File: config.mk
export PLATFORM = sky130hd
export DESIGN_NAME = if_id_queue_flat
export DESIGN_NICKNAME = d
export VERILOG_FILES = /design/src/rtl/wisc_pkg.sv /design/src/rtl/if_id_queue_if.sv /design/src/rtl/if_id_queue.sv /design/src/flat_wrapper.sv
export SDC_FILE = /design/constraint.sdc
export NUM_CORES = 1
export LEC_CHECK = 0
export BUFFER_PORTS_ARGS = -buffer_cell sky130_fd_sc_hd__clkbuf_2
export CAP_MARGIN = 10
export CORE_MARGIN = 10
export CORE_UTILIZATION = 51
export DETAILED_ROUTE_END_ITERATION = 6
export GPL_TIMING_DRIVEN = 0
export PLACE_DENSITY = 0.76
export SETUP_SLACK_MARGIN = 0.3
export SLEW_MARGIN = 25
export SYNTH_ARGS = -nofsm -noshare
export SYNTH_HDL_FRONTEND = slang
export SYNTH_SLANG_ARGS = --single-unit
File: constraint.sdc
create_clock -name clk -period 3.55 [get_ports clk]
set_input_delay 0.5325 -clock clk [delete_from_list [all_inputs] [get_ports clk]]
set_output_delay 0.5325 -clock clk [all_outputs]
set_load 0.1 [all_outputs]
File: src/rtl/wisc_pkg.sv
// Shared fetch/decode types and constants for the WISC pipeline.
package wisc_pkg;

    localparam logic [15:0] NOP_INSTR = 16'h0000;
    localparam int          IFQ_DEPTH = 2;

    typedef struct packed {
        logic [15:0] pc;
        logic [15:0] instr;
    } fetch_entry_t;

endpackage

File: src/rtl/if_id_queue_if.sv
// Fetch-to-decode handshake bundle; master is the fetch/decode side, slave is the queue.
interface if_id_queue_if;

    logic        in_valid;
    logic [15:0] in_pc;
    logic [15:0] in_instr;
    logic        in_ready;
    logic        flush;
    logic        out_ready;
    logic        out_valid;
    logic [15:0] out_pc;
    logic [15:0] out_instr;
    logic [1:0]  count;

    modport master (
        output in_valid, in_pc, in_instr, flush, out_ready,
        input  in_ready, out_valid, out_pc, out_instr, count
    );

    modport slave (
        input  in_valid, in_pc, in_instr, flush, out_ready,
        output in_ready, out_valid, out_pc, out_instr, count
    );

endinterface

File: src/rtl/if_id_queue.sv
// Two-entry IF/ID queue; 1-cycle latency, or 0 with IFQ_BYPASS_EN when empty.
// Backpressure: in_ready drops when full or flushing; entries wait until out_ready.
module if_id_queue
    import wisc_pkg::*;
(
    input  logic         clk,
    input  logic         rst,
    if_id_queue_if.slave q
);

    localparam logic [1:0] FULL_CNT = 2'(IFQ_DEPTH);

    fetch_entry_t mem [IFQ_DEPTH];
    fetch_entry_t head;
    logic         rd_ptr;
    logic         wr_ptr;
    logic [1:0]   cnt;
    logic         empty;
    logic         head_vld;
    logic         store;
    logic         take;

    assign empty      = (cnt == 2'd0);
    assign q.in_ready = (cnt < FULL_CNT) && !q.flush;

`ifdef IFQ_BYPASS_EN
    logic byp;

    // An empty queue hands the incoming word straight to decode; if decode
    // takes it this cycle it never lands in storage.
    assign byp      = empty && q.in_valid && !q.flush;
    assign head_vld = (!empty || q.in_valid) && !q.flush;
    assign head     = empty ? fetch_entry_t'{pc: q.in_pc, instr: q.in_instr} : mem[rd_ptr];
    assign store    = q.in_valid && q.in_ready && !(byp && q.out_ready);
    assign take     = head_vld && q.out_ready && !empty;
`else
    assign head_vld = !empty && !q.flush;
    assign head     = mem[rd_ptr];
    assign store    = q.in_valid && q.in_ready;
    assign take     = head_vld && q.out_ready;
`endif

    assign q.out_valid = head_vld;
    assign q.out_pc    = head_vld ? head.pc    : 16'h0000;
    assign q.out_instr = head_vld ? head.instr : NOP_INSTR;
    assign q.count     = cnt;

    always_ff @(posedge clk) begin
        if (!rst || q.flush) begin
            cnt    <= 2'd0;
            rd_ptr <= 1'b0;
            wr_ptr <= 1'b0;
        end else begin
            if (store) wr_ptr <= wr_ptr + 1'b1;
            if (take)  rd_ptr <= rd_ptr + 1'b1;
            cnt <= cnt + {1'b0, store} - {1'b0, take};
        end
    end

    // Storage needs no reset; only count and pointers define validity.
    always_ff @(posedge clk) begin
        if (store) mem[wr_ptr] <= fetch_entry_t'{pc: q.in_pc, instr: q.in_instr};
    end

endmodule

File: src/flat_wrapper.sv
// flat-port wrapper written by rule: the top's interface ports become plain ports
module if_id_queue_flat import wisc_pkg::*;
  (clk, rst, q_in_valid, q_in_pc, q_in_instr, q_flush, q_out_ready, q_in_ready, q_out_valid, q_out_pc, q_out_instr, q_count);
  if_id_queue_if q_i ();
  input  logic clk;
  input  logic rst;
  input wire logic [$bits(q_i.in_valid)-1:0] q_in_valid;
  input wire logic [$bits(q_i.in_pc)-1:0] q_in_pc;
  input wire logic [$bits(q_i.in_instr)-1:0] q_in_instr;
  input wire logic [$bits(q_i.flush)-1:0] q_flush;
  input wire logic [$bits(q_i.out_ready)-1:0] q_out_ready;
  output wire logic [$bits(q_i.in_ready)-1:0] q_in_ready;
  output wire logic [$bits(q_i.out_valid)-1:0] q_out_valid;
  output wire logic [$bits(q_i.out_pc)-1:0] q_out_pc;
  output wire logic [$bits(q_i.out_instr)-1:0] q_out_instr;
  output wire logic [$bits(q_i.count)-1:0] q_count;
  assign q_i.in_valid = q_in_valid;
  assign q_i.in_pc = q_in_pc;
  assign q_i.in_instr = q_in_instr;
  assign q_i.flush = q_flush;
  assign q_i.out_ready = q_out_ready;
  assign q_in_ready = q_i.in_ready;
  assign q_out_valid = q_i.out_valid;
  assign q_out_pc = q_i.out_pc;
  assign q_out_instr = q_i.out_instr;
  assign q_count = q_i.count;
  if_id_queue u_core (.clk(clk), .rst(rst), .q(q_i));
endmodule
Word level (Yosys, flattened, before mapping):

Memories as Yosys holds them, arrays and structs flattened. A register that Yosys moved wholly into a read port is not among the register bits.
Index checks and enable logic that the tools add are counted.

* register bits: 4
* bits in writable memories: 64
* bits of input ports: 37
* logic and storage cells: 24
* memories: 1

* add/subtract/negate cells: 4
* magnitude comparators: 1
* mux-type cells: 6
* reductions and logical operators: 9

Memories
* u_core.mem: depth 2, bits a word 32, read ports 1, clocked after memory_dff 1, write ports 1, line if_id_queue.sv:13 `fetch_entry_t mem [IFQ_DEPTH];`

Operators by type and width (number)
* two-way mux 16 bit: 2
* logical AND 1 bit: 4
* two-way mux 1 bit: 4
* logical NOT 1 bit: 3
* adder 1 bit (second input constant): 2
* adder 2 x 1 -> 2 bit: 1
* logical NOT 2 bit: 1
* < comparator 2 bit (second input constant): 1
* subtractor 2 x 1 -> 2 bit: 1
* logical OR 1 bit: 1

Logic depth before layout (Yosys ltp):

Gate-level depths: netlist (run 1).

* depth after elaboration: 6
* mapped depth: 11
* depth with buffers taken out: 10

Worst setup path before layout (run 1):

OpenSTA, ideal clock, no wires.

* path type: reg-to-reg
* start point: reg u_core.cnt[1], in the netlist u_core.q.count[1]
* end point: mem u_core.mem[0][0] (netlist bit) (enable)
* library setup time: 0.425 ns
* arrival time: 3.899 ns
* required time: 3.125 ns
* setup slack: -0.774 ns
* stages on the path, launching flop included: 4
* path buffers: 0
* period minus slack after synthesis: 4.324 ns
* cells stage by stage: dfxtp_1 nor2_1 and2_1 nor2b_1

* word-level cells in the longest chain between the ends: 5

Ends and longest elaborated chain
* start: declaration: line if_id_queue.sv:17 `logic [1:0] cnt;`
* start signal: assignment: line if_id_queue.sv:56 `cnt <= cnt + {1'b0, store} - {1'b0, take};`
* < comparator 2 bit: line if_id_queue.sv:24 `assign q.in_ready = (cnt < FULL_CNT) && !q.flush;`
* logical AND 1 bit: line if_id_queue.sv:24
* named net q_in_ready: line flat_wrapper.sv:12 `output wire logic [$bits(q_i.in_ready)-1:0] q_in_ready;`
* logical AND 1 bit: line if_id_queue.sv:39 `assign store = q.in_valid && q.in_ready;`
* named net u_core.store: line if_id_queue.sv:20 `logic store;`
* two-way mux 1 bit: line if_id_queue.sv:62 `if (store) mem[wr_ptr] <= fetch_entry_t'{pc: q.in_pc, instr: q.in_instr};`
* two-way mux 1 bit (implied by the code): line if_id_queue.sv:62
* end: declaration: line if_id_queue.sv:13

The timed path passes the listed nets, and every way through them passes these cells.

Final worst setup path (run 1):

* start point: reg u_core.cnt[1], in the netlist u_core.q.count[1]
* end point: out q_out_pc[15]

* word-level cells in the longest chain between the ends: 4

Ends and longest elaborated chain
* logical NOT 2 bit: line if_id_queue.sv:23 `assign empty = (cnt == 2'd0);`
* logical NOT 1 bit: line if_id_queue.sv:37 `assign head_vld = !empty && !q.flush;`
* logical AND 1 bit: line if_id_queue.sv:37
* two-way mux 16 bit: line if_id_queue.sv:44 `assign q.out_pc = head_vld ? head.pc : 16'h0000;`
* end: declaration: line flat_wrapper.sv:14 `output wire logic [$bits(q_i.out_pc)-1:0] q_out_pc;`

Every way passes these cells.

==> impl_results.md, run 1 <==
* WP data required at 3.02 ns
* Cell count of the worst hold path at 1
* Min Clock Period, post-route at 2.50 ns
* Hold path start: q_in_instr[1]
* Max VDD drop at 0.284 mV
* CP Max Fanout at 10
* Yosys warnings at 0
* H-tree depth at 3
* Core area at 5140 µm²
* Fin Hold WS at 0.395 ns
* Total Routing Usage GR at 12.5%
* Post-Syn Nets at 206
* Final slew viol count at 0
* Slowest-stage cell, CP: clkbuf_2
* Residual DRC count at 0
* Die width at 92.8 µm
* Simple-Gate Fraction of Synth Area at 8.41%
* Clk slew on worst S/H paths at 0.06 ns
* CTS tree: yes
* Cell Area, Synth at 2710 µm²
* DR WL met3 at 324 µm
* Initial antenna violation count at 0
* Async S/R FF share, synth at 0%
* Clk sink count at 69
* Worst-case clock buffer depth at 2
* DRT iter0 DRCs at 85
* Mux contribution to synthesized area at 11.8%
* Hold bufs inserted after CTS at 0
* Length in cells of the worst reg-to-reg path at 11
* WL/cell at 15.9 µm
* Most common cell in the netlist: edfxtp_1
* WL met2 at 2740 µm
* Outcome: completed
* Routed WL at 5170 µm
* CP most frequent cell: buf_6
* Setup TNS at 0 ns
* Final count of hold timing violations at 0
* GRT Residual Overflow at 0
* # port buffers at 72
* Lkg Pwr at 0.00128 µW
* Final period util at 70.5%
* Max_cap viols at 0
* DR vias/cell at 4.79
* RSZ-0062 raised after global routing: no
* Yosys reg bits at 69
* Post-synth top flop: edfxtp_1
* Final core occ at 65.5%
* Vias in the first global route at 1717
* CP Capture Type: output port
* Power Density at 466 nW/µm²
* DRT Pass-1 Iters at 4
* Final net count at 291
* EDFF count, synth at 64
* Die area at 8620 µm²
* Mean Syn Cell Area at 16.2 µm²
* Synth top area share at 71.0%
* Post-synth top cells: edfxtp_1, mux2i_1, nor2_1
* Worst r2r dst: u_core.q.count[1]
* Worst slew pin tran at 0.556 ns
* Dpl hpwl at 3820 µm
* # Post-CTS Setup Buffers at 0
* Starting density of the core at 52.7%
* Critical path class: flip-flop to output port
* Synth-to-Final Area Change at 24.5%
* Post-route cell area at 3370 µm²
* Synth Instances at 167
* Sequential share of the synthesized area at 74.7%
* Total CTS buffers at 9
* # rows at 26
* GPL Wtd Cong at 0.667
* Yosys top cell by area: edfxtp_1
* Slowest Stage Delay on Critical Path at 0.47 ns
* Area contributors post-synth: edfxtp_1, mux2i_1, nor2_1
* Synth Area in XOR/XNOR at 0.971%
* Die Ht at 92.8 µm
* # setup viols final at 0
* CTS resizes at 0
* Reg-to-reg critical path startpoint: u_core.q.count[1]
* Via count at 1561
* Cell Chain, Critical Path: nor2_1 -> or2_1 -> buf_6 -> buf_6 -> nor2_2 -> clkbuf_2
* Slew Limit Headroom at 63.1%
* Startpoint type of the worst setup path: flip-flop
* Root Driver: clkbuf_8
* Fmax at 400 MHz
* Ant. Diodes at 0
* Flop2flop setup slack at 1.55 ns
* Hold crit path type: primary input to flip-flop
* Largest family of logic cells by synthesized area: multiplexers
* Met1 Wirelength at 2070 µm
* Hold endpoint: u_core.mem[1][1]
* Ports at 73
* Synth Area in Adders at 0.925%
* Synth cell types at 19
* Final WS setup at 1.05 ns
* Largest net degree at the start of global routing at 20
* First-pass GRT wire length at 8350 µm
* ANT nets after route at 0
* Synth Area in Compound Gates at 0.185%
* CP arrival at 1.97 ns
* Placed cell areas at 3220 µm²
* Clock latency on the worst-skew pair at 0.32 ns
* Skew final at 0.00284 ns
* Worst slack, placed at 1.26 ns
* Share of cells above drive strength 1 at 41.0%
* Top sig layer: met4
## through the flow
step / total power (µW) / cells
floorplan: 1050 / 167
global placement: 1090 / 309
detailed placement: 1100 / 311
CTS: 1590 / 326
global route: 1640 / 326
finish: 1570 / 326
## worst max-delay path: cells and delay by family (launching register included)
family,cells,cell delay (ns)
buffers and inverters,3,0.76
AND/OR/NAND/NOR,3,0.43
flip-flops,1,0.46
## cell families (layout without fill, tap and decap cells)
| family | count (synthesis) | count (layout) |
|---|---|---|
| and+or+nand+nor | 48 | 48 |
| muxes | 32 | 32 |
| xor gates and xnor gates | 3 | 3 |
| AOI/OAI and AO/OA | 1 | 1 |
| DFF | 69 | 69 |
| adders and majority gates | 2 | 2 |
| buffers and inverters | 12 | 101 |
## flip-flops by register name (all words and copies together) (netlist names), named ones only
signal	flops
u_core.mem	64
u_core.wr_ptr	1
u_core.q.count	2
u_core.rd_ptr	1
## worst max path at each step
| stage | startpoint | to | slack [ns] | cells past startpoint |
|---|---|---|---|---|
| after floorplan | u_core.q.count[1] | q_out_instr[0] | 0.16 | 5 |
| after global placement | q_flush | u_core.mem[0][20] | 0.86 | 4 |
| after detailed placement | q_flush | q_out_pc[2] | 1.26 | 6 |
| after CTS | u_core.q.count[1] | q_out_pc[2] | 1.03 | 6 |
| after global routing | u_core.q.count[1] | q_out_pc[15] | 0.93 | 6 |
| final | u_core.q.count[1] | q_out_pc[15] | 1.05 | 6 |
## routing by layer
| metal | global-route usage (%) | vias to the layer above |
|---|---|---|
| li1 | - | 777 |
| met1 | 12.8 | 734 |
| met2 | 21.4 | 43 |
| met3 | 4.76 | 7 |
| met4 | 6.94 | 0 |
| met5 | 0 | - |
## cell usage in the layout (no fill, tap or decap), drive strengths merged, types with 2 or more instances in the layout
cell and instances:
clkbuf 83, edfxtp 64, nor2 39, mux2i 32, buf 10, dfxtp 5, inv 4, clkinv 4
and2 3, xor2 2, ha 2
## cell type report
cell class	instances	area, µm²
Inverter	4	15.0
Timing Repair Buffer	74	415
Tap cell	70	87.6
Clock inverter	4	16.3
Sequential cell	69	2020
Buffer	8	65.1
Clock buffer	11	131
Multi-Input combinational cell	86	616
Fill cell	385	1770
## report_power, final
group          internal, µW  switching (µW)  total [µW]
clock network           241             245         487
logic                  44.3             116         161
registers               916            6.75         923
total                  1200             368        1570
No activity file was read; power rests on OpenSTA's default activity.
==> run 2, diff against run 1 <==
==> constraint.sdc (replaced) <==
create_clock -name clk -period 2.6 [get_ports clk]
set_input_delay 0.39 -clock clk [delete_from_list [all_inputs] [get_ports clk]]
set_output_delay 0.39 -clock clk [all_outputs]
set_load 0.1 [all_outputs]
==> run 2 against run 1 <==
Effect of this change:
- final cell count decreased by 0.31%
- total power increased by 53%
- sequential cell count unchanged
- routed wire length rose by 2.7%
- final area rose by 8.4%
- critical path depth unchanged
- clock-buffer cell count down 1
- register-to-register slack worse by 0.86 ns
- global-route usage grew 0.33 points
- hold slack got worse by 0.15 ns
- combinational power rose by 49%
- critical path type unchanged
- critical endpoint is now q_out_pc[12]
- largest power group unchanged
==> impl_results.md, run 2 (synthesis gave the netlist of run 1 again) <==
* Worst Setup SP: u_core.q.count[1]
* Clock latency on the worst-skew pair at 0.33 ns (about the same)
* Root Driver: clkbuf_8
* Share of cells above drive strength 1 at 51.8% (+11 points)
* Setup TNS at 0 ns (unchanged)
* H-tree depth at 3 (unchanged)
* Reg-to-reg critical path startpoint: u_core.q.count[1]
* CP Max Fanout at 10 (unchanged)
* First-pass GRT wire length at 8400 µm (+0.66%)
* DRT iter0 DRCs at 74 (-13%)
* DRT Pass-1 Iters at 4 (unchanged)
* Commonest non-fill, non-tap cell in the layout: edfxtp_1
* Starting density of the core at 52.7% (unchanged)
* Outcome: completed
* CP most frequent cell: buf_6
* WP data required at 2.21 ns (-0.81 ns)
* Top reg by flops: u_core.mem
* Worst slew pin tran at 0.972 ns (+0.415 ns)
* Cell Chain, Critical Path: nor2_1 -> or2_1 -> buf_6 -> buf_6 -> nor2_4 -> buf_2
* Startpoint type of the worst setup path: flip-flop
* Via count at 1588 (+1.7%)
* Commonest cells after routing, fill and taps aside: edfxtp_1, clkbuf_2, mux2i_1, nor2_4, clkbuf_4
* Final period util at 86.5%
* CTS tree: yes
* Die width at 92.8 µm (unchanged)
* Comb pwr share at 10.0% (-0.2 points)
* RSZ-0062 raised after global routing: no
* Largest net degree at the start of global routing at 33 (+65%)
* Skew final at 0.00418 ns (+0.00134 ns)
* Worst-case clock buffer depth at 2 (unchanged)
* Placed cell areas at 3390 µm² (+5.2%)
* Initial antenna violation count at 0 (unchanged)
* Slowest-stage cell, CP: buf_2
* Hold crit path type: primary input to flip-flop
* Sw power at 552 µW (+50%)
* Die area at 8620 µm² (unchanged)
* # Post-CTS Setup Buffers at 0 (unchanged)
* Hold path start: q_in_instr[0]
* Core area at 5140 µm² (unchanged)
* Final core occ at 71.0% (+5.5 points)
* GRT Residual Overflow at 0 (unchanged)
* # port buffers at 72 (unchanged)
* Vias in the first global route at 1704 (-0.76%)
* # rows at 26 (unchanged)
* GPL Wtd Cong at 0.688 (+3.3%)
* Clk sink count at 69 (unchanged)
* Power Density at 657 nW/µm² (+41%)
* Max_cap viols at 0 (unchanged)
* Final net count at 289 (-0.69%)
* CP Capture Type: output port
* Ant. Diodes at 0 (unchanged)
* # setup viols final at 0 (unchanged)
* ANT nets after route at 0 (unchanged)
* Critical path class: flip-flop to output port
* Filler cells at 383 (-0.52%)
* Dpl hpwl at 3760 µm (-1.3%)
* Fraction of power consumed by sequential logic at 52.6% (-6.2 points)
* Fin Hold WS at 0.246 ns (-0.148 ns)
* Post-route cell area at 3650 µm² (+8.4%)
* Largest register FFs at 64 (unchanged)
* Total CTS buffers at 9 (unchanged)
* Synth-to-Final Area Change at 34.9%
* Switch share at 23.0% (-0.40 points)
* CP arrival at 1.86 ns (-0.11 ns)
* Final slew viol count at 0 (unchanged)
* Total Routing Usage GR at 12.8% (+0.33 points)
* Routed WL at 5320 µm (+2.7%)
* Die Ht at 92.8 µm (unchanged)
* Clk slew on worst S/H paths at 0.07 ns (about the same)
* Lkg Pwr at 0.00130 µW (+0.88%)
* WL/cell at 16.4 µm (+3.1%)
* Ports at 73 (unchanged)
* Min Clock Period, post-route at 2.25 ns
* Internal power at 1840 µW (+53%)
* Final count of hold timing violations at 0 (unchanged)
* Slowest Stage Delay on Critical Path at 0.43 ns (-0.04 ns)
* Max VDD drop at 0.425 mV (+50%)
* Clock power frac at 37.4% (+6.4 points)
* Residual DRC count at 0 (unchanged)
* Fmax at 445 MHz
* DR vias/cell at 4.89 (+2.0%)
* Slew Limit Headroom at 35.1% (-28 points)
run 2: cell count changes in the layout (fill, tap and decap cells not counted), sizes merged:
cell,change
bufinv,+2
clkbuf,-9
buf,+6
inv,-1
clkinvlp,+1
run 2: timing repair:
action,4_1_cts,5_1_grt
setup endpoints to repair,19,11
hold buffers,0,0
gates resized for setup,19,14
run 2: through the flow:
step | instances | setup WS [ns] | power (µW)
floorplan | 167 | 0.179 | 1460
finish | 325 | 0.351 | 2400
detailed placement | 309 | 0.569 | 1520
global route | 325 | 0.303 | 2470
global placement | 309 | 0.578 | 1520
CTS | 325 | 0.300 | 2420
run 2: path summary, 6_finish.rpt:
check | to | slack [ns] | depth (start not counted)
worst min register to register | flip-flop | 0.55 | 2
worst max register to register | u_core.q.count[1] | 0.69 | 11
worst max-delay path | q_out_pc[12] | 0.35 | 6
worst min-delay path | u_core.mem[1][0] | 0.25 | 1
run 2: area by class of cell:
type	instances	area, µm²	area share (%)
Sequential cell	69	2030	55.6
Multi-Input combinational cell	86	828	22.7
Timing Repair Buffer	72	415	11.4
Clock buffer	10	128	3.50
Tap cell	70	87.6	2.40
Clock inverter	6	77.6	2.13
Buffer	8	65.1	1.78
Inverter	4	18.8	0.514
run 2: per-layer routing:
metal	wire (µm)	track usage (%)	share of wire [%]
met3	322	5.17	6.1
met2	2850	21.8	54
met1	2080	13.6	39
met4	62	5.78	1.2
met5	0	0	0
run 2: critical path, delay by kind of cell, from the launching register on:
family / cells / cell delay, ns
buffers and inverters: 3 / 0.76
flip-flops: 1 / 0.39
AND/OR/NAND/NOR: 3 / 0.37
run 2: power by group through the flow:
stage	logic (µW)	registers, µW	clock network (µW)
floorplan	172	1290	0
global placement	235	1280	0
detailed placement	240	1280	0
CTS	243	1260	913
global route	256	1260	954
finish	240	1260	897
==> run 3, diff against run 2 <==
--- a/config.mk
+++ b/config.mk
@@ -5,10 +5,11 @@
 export SDC_FILE = /design/constraint.sdc
 export NUM_CORES = 1
 export LEC_CHECK = 0
+export ABC_AREA = 1
 export BUFFER_PORTS_ARGS = -buffer_cell sky130_fd_sc_hd__clkbuf_2
 export CAP_MARGIN = 10
 export CORE_MARGIN = 10
-export CORE_UTILIZATION = 51
+export CORE_UTILIZATION = 52
 export DETAILED_ROUTE_END_ITERATION = 6
 export GPL_TIMING_DRIVEN = 0
 export PLACE_DENSITY = 0.76
==> run 3 against run 2 <==
Effect of this change:
- synthesized area is 7.4% higher
- final area fell by 1.6%
- combinational power is 13% lower
- die area increased by 4.2%
- critical path depth stayed put
- sequential cell count stayed put
- synthesized cell count grew 64%
- critical path type unchanged
==> impl_results.md, run 3 <==
* Outcome: completed
* Min Clock Period, post-route at 2.17 ns (-0.0783 ns)
* Register area at 2020 µm² (-0.25%)
* Clock latency on the worst-skew pair at 0.34 ns (about the same)
* Final period util at 83.5% (-3.0 points)
* Worst slack, placed at 0.614 ns (+0.0447 ns)
* Top reg by flops: u_core.mem
* DRT Pass-1 Iters at 4 (unchanged)
* First-pass GRT wire length at 8340 µm (-0.74%)
* Largest family of logic cells by synthesized area: buffers and inverters
* Dpl hpwl at 3790 µm (+0.58%)
* Fin Hold WS at 0.241 ns (-0.00459 ns)
* Final WS setup at 0.430 ns (+0.0783 ns)
* Synth cell types at 18 (-1)
* DR vias/cell at 4.57 (-6.5%)
* Hold crit path type: primary input to flip-flop
* Sequential share of the synthesized area at 69.5% (-5.2 points)
* Filler cells at 438 (+14%)
* Synth Area in XOR/XNOR at 0% (-0.97 points)
* Clk slew on worst S/H paths at 0.07 ns (about the same)
* Worst slew pin tran at 0.929 ns (-0.0429 ns)
* Non-filler cells, final at 433 (+33%)
* Post-synth top cells: inv_1, nand2_1, edfxtp_1
* Via count at 1978 (+25%)
* Slew Limit Headroom at 37.9% (+2.9 points)
* Die width at 94.8 µm (+2.1%)
* Die Ht at 94.8 µm (+2.1%)
* Final slew viol count at 0 (unchanged)
* Setup TNS at 0 ns (unchanged)
* Final net count at 396 (+37%)
* Yosys reg bits at 69 (unchanged)
* Commonest non-fill, non-tap cell in the layout: nand2_1
* EDFF count, synth at 64 (unchanged)
* Clk sink count at 69 (unchanged)
* Synth Area in Adders at 0.861% (-0.064 points)
* Synth Area in Compound Gates at 6.41% (+6.2 points)
* # rows at 27 (+3.8%)
* Final count of hold timing violations at 0 (unchanged)
* Vias in the first global route at 1871 (+9.8%)
* # port buffers at 72 (unchanged)
* CP Capture Type: output port
* Startpoint type of the worst setup path: flip-flop
* Post-route cell area at 3590 µm² (-1.6%)
* Ant. Diodes at 0 (unchanged)
* Root Driver: clkbuf_8
* Simple-Gate Fraction of Synth Area at 11.2% (+2.8 points)
* Slowest-stage cell, CP: buf_2
* Total Routing Usage GR at 12.4% (-0.39 points)
* Routed WL at 5430 µm (+2.2%)
* Cell Chain, Critical Path: inv_2 -> a21oi_4 -> buf_6 -> nand2_1 -> clkinvlp_4 -> buf_2
* Synth Instances at 274 (+64%)
* Worst-case clock buffer depth at 2 (unchanged)
* Crit path buf inv count at 4 (+1)
* Cell Area, Synth at 2910 µm² (+7.4%)
* Initial antenna violation count at 0 (unchanged)
* Area contributors post-synth: edfxtp_1, inv_1, nand2_1
* Post-Syn Nets at 313 (+52%)
* Mux contribution to synthesized area at 0% (-12 points)
* Critical path class: flip-flop to output port
* Post-synth top flop: edfxtp_1
* Async S/R FF share, synth at 0% (unchanged)
* CP Max Fanout at 10 (unchanged)
* Multi-input logic area at 562 µm² (-32%)
* CP arrival at 1.78 ns (-0.08 ns)
* WP data required at 2.21 ns (about the same)
* Max VDD drop at 0.390 mV (-8.2%)
* Lkg Pwr at 0.00167 µW (+29%)
* Yosys top cell by area: edfxtp_1
* Fmax at 461 MHz (+3.6%)
* CP top delay family: buffers and inverters
* Mean Syn Cell Area at 10.6 µm² (-35%)
* GPL Wtd Cong at 0.739 (+7.4%)
* Hold bufs inserted after CTS at 0 (unchanged)
* Synth-to-Final Area Change at 23.5%
* GRT Residual Overflow at 0 (unchanged)
* Core area at 5470 µm² (+6.5%)
* Largest net degree at the start of global routing at 33 (unchanged)
* Commonest cells after routing, fill and taps aside: nand2_1, inv_1, edfxtp_1, clkbuf_2, o21ai_0
* H-tree depth at 3 (unchanged)
* Largest register FFs at 64 (unchanged)
* Residual DRC count at 0 (unchanged)
* Slowest Stage Delay on Critical Path at 0.41 ns (-0.02 ns)
* Total CTS buffers at 9 (unchanged)
* CTS tree: yes
* Power Density at 597 nW/µm² (-9.1%)
* Placed cell areas at 3420 µm² (+0.89%)
* Synth top area share at 66.1% (-4.9 points)
* WL/cell at 12.5 µm (-23%)
* Die area at 8980 µm² (+4.2%)
* CTS resizes at 0 (-19)
* Share of cells above drive strength 1 at 30.7% (-21 points)
* ANT nets after route at 0 (unchanged)
* Yosys warnings at 0 (unchanged)
* DRT iter0 DRCs at 128 (+73%)
* Most common cell in the netlist: inv_1
* Placed cell count at 418 (+35%)
* Max_cap viols at 0 (unchanged)
* # Post-CTS Setup Buffers at 0 (unchanged)
* Ports at 73 (unchanged)
* # setup viols final at 0 (unchanged)
* Skew final at 0.00662 ns (+0.00244 ns)
* RSZ-0062 raised after global routing: no
* Starting density of the core at 53.1% (+0.48 points)
==> run 3: changes by cell type after synthesis, sizes merged, moves of 2 or more <==
cell and delta:
nand3 +2, inv +70, a21oi +2, mux2i -32, and2 -3, nand2 +70
nor2 -30, xor2 -2, o21ai +32, clkbuf +3
==> run 3: path summary, 6_finish.rpt <==
check	cells after the start	endpoint	startpoint	slack, ns
setup / recovery	6	q_out_instr[10]	u_core.q.count[1]	0.43
hold / removal	1	u_core.mem[0][16]	q_in_pc[0]	0.24
setup reg to reg	10	u_core.q.count[1]	u_core.q.count[0]	0.85
hold reg to reg	2	u_core.wr_ptr	u_core.wr_ptr	0.54
==> run 3: cell families (layout without fill, tap and decap cells) <==
logic type | after synthesis | count (layout)
fa+ha+maj | 2 | 2
simple gates | 84 | 84
buf+inv | 84 | 171
flops | 69 | 69
compound gates | 35 | 35
==> run 3: layer usage <==
layer / track usage [%] / wire [µm] / vias to the layer above
met2: 22.0 / 2850 / 52
met5: 0 / 0 / -
met3: 5.39 / 399 / 8
met4: 4.99 / 101 / 0
li1: - / - / 1023
met1: 12.5 / 2080 / 895
==> run 3: power by group <==
part           leakage [µW]  internal [µW]  switching, µW  total (µW)
sequential         0.000629           1250           7.39        1250
clock             0.0000776            335            347         682
combinational      0.000966           49.8            158         208
==> run 3: layout make-up <==
type / count / area share (%)
clock inverters: 3 / 0.383
well taps: 72 / 2.51
plain buffers: 10 / 1.99
clock buffers: 12 / 3.76
inverters: 74 / 8.68
multi-input cells: 121 / 15.6
flip-flops and latches: 69 / 56.4
repair buffers: 72 / 10.7
==> run 3: per-stage QoR <==
step                      power [µW]  util [%]
after floorplan                 1430         -
after global placement          1480      62.5
after detailed placement        1490      62.5
after CTS                       2170      65.2
after global routing            2240      65.6
final                           2140      65.6
